--- config.mk ---
export PLATFORM = sky130hd
export DESIGN_NAME = muldiv_unit_flat
export DESIGN_NICKNAME = d
export VERILOG_FILES = /design/src/rtl/muldiv_pkg.sv /design/src/rtl/muldiv_if.sv /design/src/rtl/muldiv_cond_negate.sv /design/src/rtl/muldiv_unit.sv /design/src/flat_wrapper.sv
export SDC_FILE = /design/constraint.sdc
export NUM_CORES = 1
export LEC_CHECK = 0
export CORE_MARGIN = 8
export CORE_UTILIZATION = 60
export CTS_BUF_LIST = sky130_fd_sc_hd__clkbuf_4
export CTS_CLUSTER_DIAMETER = 200
export CTS_CLUSTER_SIZE = 25
export DETAILED_ROUTE_END_ITERATION = 7
export PLACE_DENSITY_LB_ADDON = 0.3
export SLEW_MARGIN = 30
export SYNTH_ARGS = -nofsm -noshare
export SYNTH_HDL_FRONTEND = slang
export SYNTH_HIERARCHICAL = 1
export SYNTH_SLANG_ARGS = --single-unit
--- constraint.sdc ---
create_clock -name clk -period 5.15 [get_ports clk]
set_clock_uncertainty 0.15 [all_clocks]
set_input_delay 1.03 -clock clk [delete_from_list [all_inputs] [get_ports clk]]
set_output_delay 1.03 -clock clk [all_outputs]
set_load 0.02 [all_outputs]
--- src/rtl/muldiv_pkg.sv ---
// Shared types for the iterative multiply/divide unit: operation and FSM state encodings.
package muldiv_pkg;

   typedef enum logic [1:0] {
      OP_MULT  = 2'b00,
      OP_MULTU = 2'b01,
      OP_DIV   = 2'b10,
      OP_DIVU  = 2'b11
   } muldiv_op_t;

   typedef enum logic [1:0] {
      ST_IDLE = 2'd0,
      ST_RUN  = 2'd1,
      ST_FIX  = 2'd2
   } muldiv_state_t;

   function automatic logic op_is_div(input muldiv_op_t op);
      return (op == OP_DIV) || (op == OP_DIVU);
   endfunction

   function automatic logic op_is_signed(input muldiv_op_t op);
      return (op == OP_MULT) || (op == OP_DIV);
   endfunction

endpackage

--- src/rtl/muldiv_if.sv ---
// Execute-stage to multiply/divide unit bundle: issue, MTHI/MTLO writes, status and HI/LO.
interface muldiv_if #(parameter int WIDTH = 32);
   import muldiv_pkg::*;

   logic             start;
   muldiv_op_t       op;
   logic [WIDTH-1:0] src_a;
   logic [WIDTH-1:0] src_b;
   logic             flush;
   logic             hi_we;
   logic             lo_we;
   logic [WIDTH-1:0] wd;
   logic             busy;
   logic             done;
   logic             div_by_zero;
   logic [WIDTH-1:0] hi;
   logic [WIDTH-1:0] lo;

   modport master (
      output start, op, src_a, src_b, flush, hi_we, lo_we, wd,
      input  busy, done, div_by_zero, hi, lo
   );

   modport slave (
      input  start, op, src_a, src_b, flush, hi_we, lo_we, wd,
      output busy, done, div_by_zero, hi, lo
   );

endinterface

--- src/rtl/muldiv_cond_negate.sv ---
// Conditional two's-complement negation, used for operand magnitudes and result sign fix-up.
module cond_negate #(
   parameter int WIDTH = 32
) (
   input  logic [WIDTH-1:0] a,
   input  logic             neg,
   output logic [WIDTH-1:0] y
);

   assign y = neg ? (~a + WIDTH'(1)) : a;

endmodule

--- src/rtl/muldiv_unit.sv ---
// Iterative one-bit-per-cycle MULT/MULTU/DIV/DIVU with architectural HI/LO registers.
//
//   state   | meaning
//   --------+-----------------------------------------------------------
//   ST_IDLE | waiting for start; MTHI/MTLO writes accepted
//   ST_RUN  | one multiplier bit / quotient bit per cycle, cnt counts down
//   ST_FIX  | sign fix-up of magnitudes, HI/LO written, done next cycle
module muldiv_unit
   import muldiv_pkg::*;
#(
   parameter int WIDTH = 32
) (
   input  logic     clk,
   input  logic     reset_n,
   muldiv_if.slave  bus
);

   localparam int CNT_W = $clog2(WIDTH + 1);

   muldiv_state_t    state, state_nxt;
   logic [CNT_W-1:0] cnt;
   logic [WIDTH-1:0] acc_hi, acc_lo, opnd;
   logic             is_div, neg_q, neg_r, dz;
   logic [WIDTH-1:0] hi_r, lo_r;
   logic             done_r, dbz_r;
   logic             busy, load, step, fix_we;

   logic             in_div, in_signed;
   logic [WIDTH-1:0] na_in, nb_in, na_out, nb_out;
   logic             na_neg, nb_neg;
   logic [2*WIDTH-1:0] prod_fix;
   logic [WIDTH:0]   mul_sum, div_shift, div_diff;
   logic             div_ge;
   logic [WIDTH-1:0] res_hi, res_lo;

   always_ff @(posedge clk or negedge reset_n) begin
      if (!reset_n) state <= ST_IDLE;
      else          state <= state_nxt;
   end

   always_comb begin
      state_nxt = state;
      if (bus.flush) begin
         state_nxt = ST_IDLE;
      end else begin
         case (state)
            ST_IDLE: if (bus.start) state_nxt = ST_RUN;
            ST_RUN:  if (cnt == CNT_W'(1)) state_nxt = ST_FIX;
            ST_FIX:  state_nxt = ST_IDLE;
            default: state_nxt = ST_IDLE;
         endcase
      end
   end

   always_comb begin
      busy   = (state != ST_IDLE);
      load   = (state == ST_IDLE) && bus.start && !bus.flush;
      step   = (state == ST_RUN) && !bus.flush;
      fix_we = (state == ST_FIX) && !bus.flush;
   end

   assign in_div    = op_is_div(bus.op);
   assign in_signed = op_is_signed(bus.op);

   // The two W-bit negators take absolute values at issue and fix up remainder/quotient in FIX.
   always_comb begin
      if (state == ST_FIX) begin
         na_in  = acc_hi;
         na_neg = neg_r;
         nb_in  = acc_lo;
         nb_neg = neg_q;
      end else begin
         na_in  = bus.src_a;
         na_neg = in_signed & bus.src_a[WIDTH-1];
         nb_in  = bus.src_b;
         nb_neg = in_signed & bus.src_b[WIDTH-1];
      end
   end

   cond_negate #(.WIDTH(WIDTH)) u_neg_a (.a(na_in), .neg(na_neg), .y(na_out));
   cond_negate #(.WIDTH(WIDTH)) u_neg_b (.a(nb_in), .neg(nb_neg), .y(nb_out));
   cond_negate #(.WIDTH(2*WIDTH)) u_neg_p (.a({acc_hi, acc_lo}), .neg(neg_q), .y(prod_fix));

   assign mul_sum   = {1'b0, acc_hi} + (acc_lo[0] ? {1'b0, opnd} : '0);
   assign div_shift = {acc_hi, acc_lo[WIDTH-1]};
   assign div_diff  = div_shift - {1'b0, opnd};
   // Partial remainder stays below the divisor, so a set top bit already guarantees a fit.
   assign div_ge    = div_shift[WIDTH] | ~div_diff[WIDTH];

   always_comb begin
      if (is_div) begin
         res_hi = na_out;
         res_lo = dz ? '1 : nb_out;
      end else begin
         res_hi = prod_fix[2*WIDTH-1:WIDTH];
         res_lo = prod_fix[WIDTH-1:0];
      end
   end

   always_ff @(posedge clk or negedge reset_n) begin
      if (!reset_n) begin
         cnt    <= '0;
         acc_hi <= '0;
         acc_lo <= '0;
         opnd   <= '0;
         is_div <= 1'b0;
         neg_q  <= 1'b0;
         neg_r  <= 1'b0;
         dz     <= 1'b0;
      end else if (load) begin
         cnt    <= CNT_W'(WIDTH);
         acc_hi <= '0;
         acc_lo <= in_div ? na_out : nb_out;
         opnd   <= in_div ? nb_out : na_out;
         is_div <= in_div;
         neg_q  <= in_signed & (bus.src_a[WIDTH-1] ^ bus.src_b[WIDTH-1]);
         neg_r  <= in_signed & bus.src_a[WIDTH-1];
         dz     <= in_div && (bus.src_b == '0);
      end else if (step) begin
         cnt <= cnt - CNT_W'(1);
         if (is_div) begin
            acc_hi <= div_ge ? div_diff[WIDTH-1:0] : div_shift[WIDTH-1:0];
            acc_lo <= {acc_lo[WIDTH-2:0], div_ge};
         end else begin
            acc_hi <= mul_sum[WIDTH:1];
            acc_lo <= {mul_sum[0], acc_lo[WIDTH-1:1]};
         end
      end
   end

   always_ff @(posedge clk or negedge reset_n) begin
      if (!reset_n) begin
         hi_r   <= '0;
         lo_r   <= '0;
         done_r <= 1'b0;
         dbz_r  <= 1'b0;
      end else begin
         done_r <= fix_we;
         dbz_r  <= fix_we & dz;
         if (fix_we) begin
            hi_r <= res_hi;
            lo_r <= res_lo;
         end else if (!busy) begin
            if (bus.hi_we) hi_r <= bus.wd;
            if (bus.lo_we) lo_r <= bus.wd;
         end
      end
   end

   assign bus.busy        = busy;
   assign bus.done        = done_r;
   assign bus.div_by_zero = dbz_r;
   assign bus.hi          = hi_r;
   assign bus.lo          = lo_r;

endmodule

--- src/flat_wrapper.sv ---
// flat-port wrapper written by rule: the top's interface ports become plain ports
module muldiv_unit_flat import muldiv_pkg::*;
#(
   parameter int WIDTH = 32
)
  (clk, reset_n, bus_start, bus_op, bus_src_a, bus_src_b, bus_flush, bus_hi_we, bus_lo_we, bus_wd, bus_busy, bus_done, bus_div_by_zero, bus_hi, bus_lo);
  muldiv_if #(.WIDTH(WIDTH)) bus_i ();
  input  logic clk;
  input  logic reset_n;
  input wire logic [$bits(bus_i.start)-1:0] bus_start;
  input wire logic [$bits(bus_i.op)-1:0] bus_op;
  input wire logic [$bits(bus_i.src_a)-1:0] bus_src_a;
  input wire logic [$bits(bus_i.src_b)-1:0] bus_src_b;
  input wire logic [$bits(bus_i.flush)-1:0] bus_flush;
  input wire logic [$bits(bus_i.hi_we)-1:0] bus_hi_we;
  input wire logic [$bits(bus_i.lo_we)-1:0] bus_lo_we;
  input wire logic [$bits(bus_i.wd)-1:0] bus_wd;
  output wire logic [$bits(bus_i.busy)-1:0] bus_busy;
  output wire logic [$bits(bus_i.done)-1:0] bus_done;
  output wire logic [$bits(bus_i.div_by_zero)-1:0] bus_div_by_zero;
  output wire logic [$bits(bus_i.hi)-1:0] bus_hi;
  output wire logic [$bits(bus_i.lo)-1:0] bus_lo;
  assign bus_i.start = bus_start;
  assign bus_i.op = bus_op;
  assign bus_i.src_a = bus_src_a;
  assign bus_i.src_b = bus_src_b;
  assign bus_i.flush = bus_flush;
  assign bus_i.hi_we = bus_hi_we;
  assign bus_i.lo_we = bus_lo_we;
  assign bus_i.wd = bus_wd;
  assign bus_busy = bus_i.busy;
  assign bus_done = bus_i.done;
  assign bus_div_by_zero = bus_i.div_by_zero;
  assign bus_hi = bus_i.hi;
  assign bus_lo = bus_i.lo;
  muldiv_unit #(.WIDTH(WIDTH)) u_core (.clk(clk), .reset_n(reset_n), .bus(bus_i));
endmodule
==> flow_summary.toml, run 1 <==
[sta]
finalWorstSetupSlack_ns = 0.867
fmax_mhz = 234
fin_crit_ns = 4.28
drv_slew = 0
finalSetupViolCount = 0
rsz0062_at_grt = "no"
slew_headroom = 0.366
hold_viol_final = 0
fin_crit_sh = 0.832
hold_ws_ns = 0.271
worst_slew_pin_slew_ns = 0.951
fin_tns_setup_ns = 0

[floorplan]
die_h_um = 185
fp-row-count = 62
dieArea_mm2 = 0.0344
start_util = 0.605
die_x_um = 185
core_area_mm2 = 0.0285
io_pins = 171

[critical_path]
cp-end-kind = "flop"
crit_chain = "nand2b_4 > buf_4 > mux2_2 > nor4_1 > nand2_1 > o41ai_2 > xnor2_1 > nor2_1 > a211oi_1 > a21oi_1 > a21oi_1"
cp.required_ns = 5.56
critPathLaunchType = "flop"
path_max_fanout = 49
worstPathArrival_ns = 4.69
cp_slowest_cell = "nand2b_4"
critPathKind = "flop to flop"
slowest_delay_ns = 0.60
crit_path_frequent_cell = "a21oi_1"

[layout]
final_cell_mix = "nand2_1 (231), dfrtp_1 (172), clkdlybuf4s50_1 (168)"
area_delta_synth_final_pct = 12.6
final_core_util = 0.681
layout.cells.most_common = "nand2_1"
layout-drive-gt1-share = 0.0951
nNetsFinal = 2339

[yosys]
synth_warnings = 6
synth.distinct_cells = 97
synthFlopType = "dfrtp_1"
synth_edf_count = 0
ys_seq_area_frac = 0.253
synth_area_mm2 = 0.0172
synth_cells = 2084
avgSynthCellArea_um2 = 8.26
synthesis.nets = 2259
ys_ff_latch = 174
synthArstFlopShare = 1.00

[power]
pwr_density_cell_mw_per_mm2 = 478
leakagePower_uw = 0.00784
peakVddDrop_mv = 0.266

[routing]
drt-initial-drc-count = 2158
vias = 17300
drt-pass1-iter-count = 7
wire_per_inst_um = 23.5
drc = 0
post_drt_via_cell_ratio = 6.74
ant_nets = 0
routed_wl_mm = 60.1

[clock_network]
post-cts-setup-buffers = 0
cts_root_buffer = "clkbuf_4"
clkSinkCount = 174
path_clk_slew_ns = 0.20
numCtsBuffers = 17
cts_resized = 0
clkLatencyLatePin_ns = 0.62
cts_tree = "built"
ctsLongestPathBuffers = 2
ctsHtreeMaxLevel = 4
cts_hold_buf = 0

[place]
post-dp-hpwl_mm = 44.5
pre_cts_ws_ns = 0.844
placement.io_buffers = 170
gp_congestion = 0.997

[global_route]
grt.overflow.total = 0
grt_max_degree = 186
grt_pass1_wl_mm = 93.3
antenna_found_initial = 3
grt_pass1_vias = 16700
grt_use_total = 0.345

[status]
status = "complete, no violations"

[worst_hold_path]
hold_path_class = "input pin to async pin"

[job]
maxCapViolations = 0
==> logic make-up (layout without fill, tap and decap cells) <==
logic type / count (synthesis) / count (layout) / share of synthesized area
buffers and inverters: 205 / 298 / 0.0490
xor gates and xnor gates: 176 / 176 / 0.0895
adders and majority gates: 71 / 71 / 0.0525
other: 0 / 3 / 0
and+or+nand+nor: 673 / 673 / 0.204
DFF: 174 / 174 / 0.253
muxes: 177 / 177 / 0.107
AOI/OAI and AO/OA: 608 / 608 / 0.244
==> power by group <==
group / leakage (uW) / total (uW) / switching, uW / internal [uW]
sequential: 0.00215 / 2550 / 786 / 1760
clock: 0.000146 / 825 / 602 / 222
combinational: 0.00554 / 5880 / 3400 / 2480
==> cell usage after synthesis (all sizes together) (4+ instances only) <==
cell,n,area (um^2)
o221ai,36,315
dfrtp,174,4350
or4,18,163
xnor2,155,1360
o2111ai,4,35.0
o41ai,33,417
a22oi,11,82.6
nand2b,26,163
nand2,233,877
buf,34,200
mux2,59,664
xor2,21,184
o31a,4,35.0
inv,67,251
nand4,22,165
a211oi,69,518
or2b,5,37.5
o31ai,49,398
o21ai,141,717
nand3b,6,45.0
nor2,153,579
and2,37,231
o211ai,11,82.6
o21bai,10,75.1
a31oi,41,263
or3,21,143
a21o,27,203
nor4,28,317
a21oi,132,661
clkbuf,104,392
nor2b,42,265
o21a,4,30.0
or2,10,62.6
nand3,28,168
and3,4,25.0
nor3b,5,37.5
mux2i,118,1180
ha,69,863
nor3,29,161
==> state kept, by name, indices dropped and copies added, names as in the netlist <==
signal / cells
u_core/bus.lo: 32
u_core/neg_q: 1
u_core/dz: 1
u_core/is_div: 1
u_core/acc_hi: 32
u_core/cnt: 6
u_core/state: 2
u_core/neg_r: 1
u_core/opnd: 32
u_core/acc_lo: 32
u_core/bus.div_by_zero: 1
u_core/bus.done: 1
u_core/bus.hi: 32
==> stage by stage <==
step                cell area [um^2]  total power (uW)  std cells
floorplan                      17200              6700       2084
global route                   19400              9880       2562
detailed placement             19100              8290       2529
finish                         19400              9260       2564
global placement               19100              8170       2529
CTS                            19400              9120       2561
==> critical path, delay by kind of cell (launching register included) <==
kind,cells,cell delay [ns]
flip-flops,1,0.41
AO/OA/AOI/OAI,4,1.15
XOR/XNOR,1,0.23
AND/OR/NAND/NOR,4,1.41
multiplexers,1,0.41
buffers and inverters,1,0.44
==> final timing paths <==
| path | from | end | slack (ns) | cells after the start |
|---|---|---|---|---|
| max in group asynchronous | reset_n | u_core/opnd[13]$_DFFE_PN0P_ | 3.49 | 2 |
| worst max-delay path | u_core/state[0]$_DFFE_PN0P_ | u_core/bus.lo[31]$_DFFE_PN0P_ | 0.87 | 11 |
| min in group clk | u_core/neg_r$_DFFE_PN0P_ | u_core/neg_r$_DFFE_PN0P_ | 0.37 | 2 |
| worst min register to register | u_core/neg_r$_DFFE_PN0P_ | u_core/neg_r$_DFFE_PN0P_ | 0.37 | 2 |
| worst max register to register | u_core/state[0]$_DFFE_PN0P_ | u_core/bus.lo[31]$_DFFE_PN0P_ | 0.87 | 11 |
| worst min-delay path | reset_n | u_core/acc_hi[23]$_DFFE_PN0P_ | 0.27 | 1 |
==> area by class of cell <==
type,instances,area (um^2)
well taps,384,480
diodes,3,7.51
inverters,67,251
fillers,2422,9090
clock buffers,18,135
clock inverters,14,143
repair buffers,199,1960
flip-flops and latches,174,4360
multi-input cells,1705,12000
==> layer usage <==
| layer | wire length, um | part of all wire | global-route usage | vias to the layer above |
|---|---|---|---|---|
| met5 | 0 | 0 | 0 | - |
| met4 | 3540 | 0.059 | 0.198 | 0 |
| met3 | 5500 | 0.091 | 0.0636 | 218 |
| met2 | 27100 | 0.45 | 0.543 | 1053 |
| met1 | 24000 | 0.40 | 0.438 | 8212 |
| li1 | - | - | - | 7794 |
No activity file was read; power rests on OpenSTA's default activity.
==> run 2, diff against run 1 <==
--- a/config.mk
+++ b/config.mk
@@ -6,7 +6,7 @@
 export NUM_CORES = 1
 export LEC_CHECK = 0
 export CORE_MARGIN = 8
-export CORE_UTILIZATION = 60
+export CORE_UTILIZATION = 55
 export CTS_BUF_LIST = sky130_fd_sc_hd__clkbuf_4
 export CTS_CLUSTER_DIAMETER = 200
 export CTS_CLUSTER_SIZE = 25
==> constraint.sdc (replaced) <==
create_clock -name clk -period 3.8 [get_ports clk]
set_clock_uncertainty 0.15 [all_clocks]
set_input_delay 0.76 -clock clk [delete_from_list [all_inputs] [get_ports clk]]
set_output_delay 0.76 -clock clk [all_outputs]
set_load 0.02 [all_outputs]
==> run 2 against run 1 <==
Clock-buffer cell count unchanged. Global-route usage fell by 2.0 points. Clock power rose by 54%. Largest power group unchanged. Via count rose by 0.89%. Power grew 45%. First-iteration DRC count shrank 2.2%. Cell count grew 4.2%. Critical path depth decreased by 2.
==> flow_summary.toml, run 2 (same netlist as run 1, synthesis figures left out) <==
[clock_network]
cts_tree = "built"
numCtsBuffers = 17
clkSinkCount = 174
ctsHtreeMaxLevel = 4
path_clk_slew_ns = 0.15
ctsLongestPathBuffers = 2
cts_root_buffer = "clkbuf_4"
clkLatencyLatePin_ns = 0.62

[global_route]
grt_max_degree = 75
grt_use_total = 0.324
antenna_found_initial = 2
grt_pass1_wl_mm = 94.9
grt.overflow.total = 0
grt_pass1_vias = 17100

[power]
peakVddDrop_mv = 0.339
clkPwrFrac = 0.095
leakagePower_uw = 0.00836
p_comb_frac = 0.658
p_int_uw = 6790
p_sw_frac = 0.494
pwr-share-seq = 0.248
pwr_density_cell_mw_per_mm2 = 663
power.switching_uw = 6630

[critical_path]
critPathKind = "flop to flop"
r2r-end = "u_core/acc_lo[31]$_DFFE_PN0P_"
critPathLaunchType = "flop"
r2r-start = "u_core/state[0]$_DFFE_PN0P_"
path_max_fanout = 21
rr_worst_depth = 9
cp-end-kind = "flop"
worstPathArrival_ns = 3.99
r2r_slack_ns = 0.14
cp.required_ns = 4.13

[worst_hold_path]
min_to = "u_core/neg_r$_DFFE_PN0P_"
hold_depth = 2
hp-start = "u_core/neg_r$_DFFE_PN0P_"
hold_path_class = "flop to flop"

[sta]
slew_headroom = 0.483
fin_crit_sh = 0.964
hold_viol_final = 0
finalSetupViolCount = 0
worst_slew_pin_slew_ns = 0.775
fin_crit_ns = 3.66
rsz0062_at_grt = "no"
hold_ws_ns = 0.355
fin_tns_setup_ns = 0
drv_slew = 0
fmax_mhz = 273

[layout]
layout-drive-gt1-share = 0.134
area_delta_synth_final_pct = 17.6
nNetsFinal = 2436
final_cell_mix = "nand2_1 (231), dfrtp_1 (172), clkdlybuf4s50_1 (168)"
layout.cells.most_common = "nand2_1"
final_core_util = 0.660

[floorplan]
fp-row-count = 64
dieArea_mm2 = 0.0372
io_pins = 171
core_area_mm2 = 0.0307
die_h_um = 193
start_util = 0.561
die_x_um = 193

[routing]
post_drt_via_cell_ratio = 6.53
drc = 0
ant_nets = 0
wire_per_inst_um = 23.3
routed_wl_mm = 62.3
drt-pass1-iter-count = 6
drt-initial-drc-count = 2111
vias = 17400

[place]
gp_congestion = 1.03
placement.io_buffers = 170
post-dp-hpwl_mm = 46.8

[job]
maxCapViolations = 0

[status]
status = "complete, no violations"
run 2: repair_timing:
action,CTS,global route
gates resized for setup,0,6
hold endpoints to repair,51,0
hold buffers,1,0
buffers inserted,0,1
setup endpoints to repair,0,19
run 2: power groups by stage:
stage | Clock [uW] | Combinational (uW) | Sequential [uW]
3_3_place_gp | 0 | 8360 | 3320
6_report | 1270 | 8830 | 3320
4_1_cts | 1290 | 8570 | 3300
5_1_grt | 1350 | 9540 | 3390
2_1_floorplan | 0 | 5840 | 3250
3_5_place_dp | 0 | 8500 | 3340
run 2: layer usage:
layer	share of wire	global-route usage
met1	0.41	0.421
met2	0.45	0.516
met3	0.094	0.0613
met4	0.045	0.153
met5	0.00018	0
run 2: through the flow:
| stage | area (um^2) | setup WS [ns] | power, uW | instances |
|---|---|---|---|---|
| after floorplan | 17200 | 0.467 | 9080 | 2084 |
| after global placement | 19900 | -0.0103 | 11700 | 2635 |
| after detailed placement | 19900 | -0.0102 | 11800 | 2635 |
| after CTS | 20200 | 0.0872 | 13200 | 2668 |
| after global routing | 20300 | 0.0120 | 14300 | 2671 |
| final | 20300 | 0.138 | 13400 | 2671 |
run 2: how the worst max path moves through the flow:
stage,cells past startpoint,end,startpoint
2_1_floorplan,12,u_core/bus.lo[27]$_DFFE_PN0P_,u_core/state[0]$_DFFE_PN0P_
3_3_place_gp,8,u_core/acc_lo[31]$_DFFE_PN0P_,bus_src_a[24]
3_5_place_dp,8,u_core/acc_lo[31]$_DFFE_PN0P_,bus_src_a[20]
4_1_cts,9,u_core/acc_lo[31]$_DFFE_PN0P_,u_core/state[0]$_DFFE_PN0P_
5_1_grt,15,u_core/acc_hi[24]$_DFFE_PN0P_,u_core/acc_lo[31]$_DFFE_PN0P_
6_report,9,u_core/acc_lo[31]$_DFFE_PN0P_,u_core/state[0]$_DFFE_PN0P_
run 2: critical path: stages, from the launching register on:
cell      delay, ns
dfrtp_1        0.40
nand2b_4       0.29
buf_4          0.34
mux2_2         0.43
nor4_1         0.49
nand4b_2       0.27
o41ai_2        0.35
xnor2_1        0.20
mux2i_2        0.37
o221ai_1       0.20
run 2: area by class of cell:
type,instances,area (um^2)
repair buffers,296,2750
clock buffers,18,135
fillers,2598,10400
inverters,67,251
flip-flops and latches,174,4360
diodes,1,2.50
multi-input cells,1705,12100
clock inverters,14,191
well taps,396,495
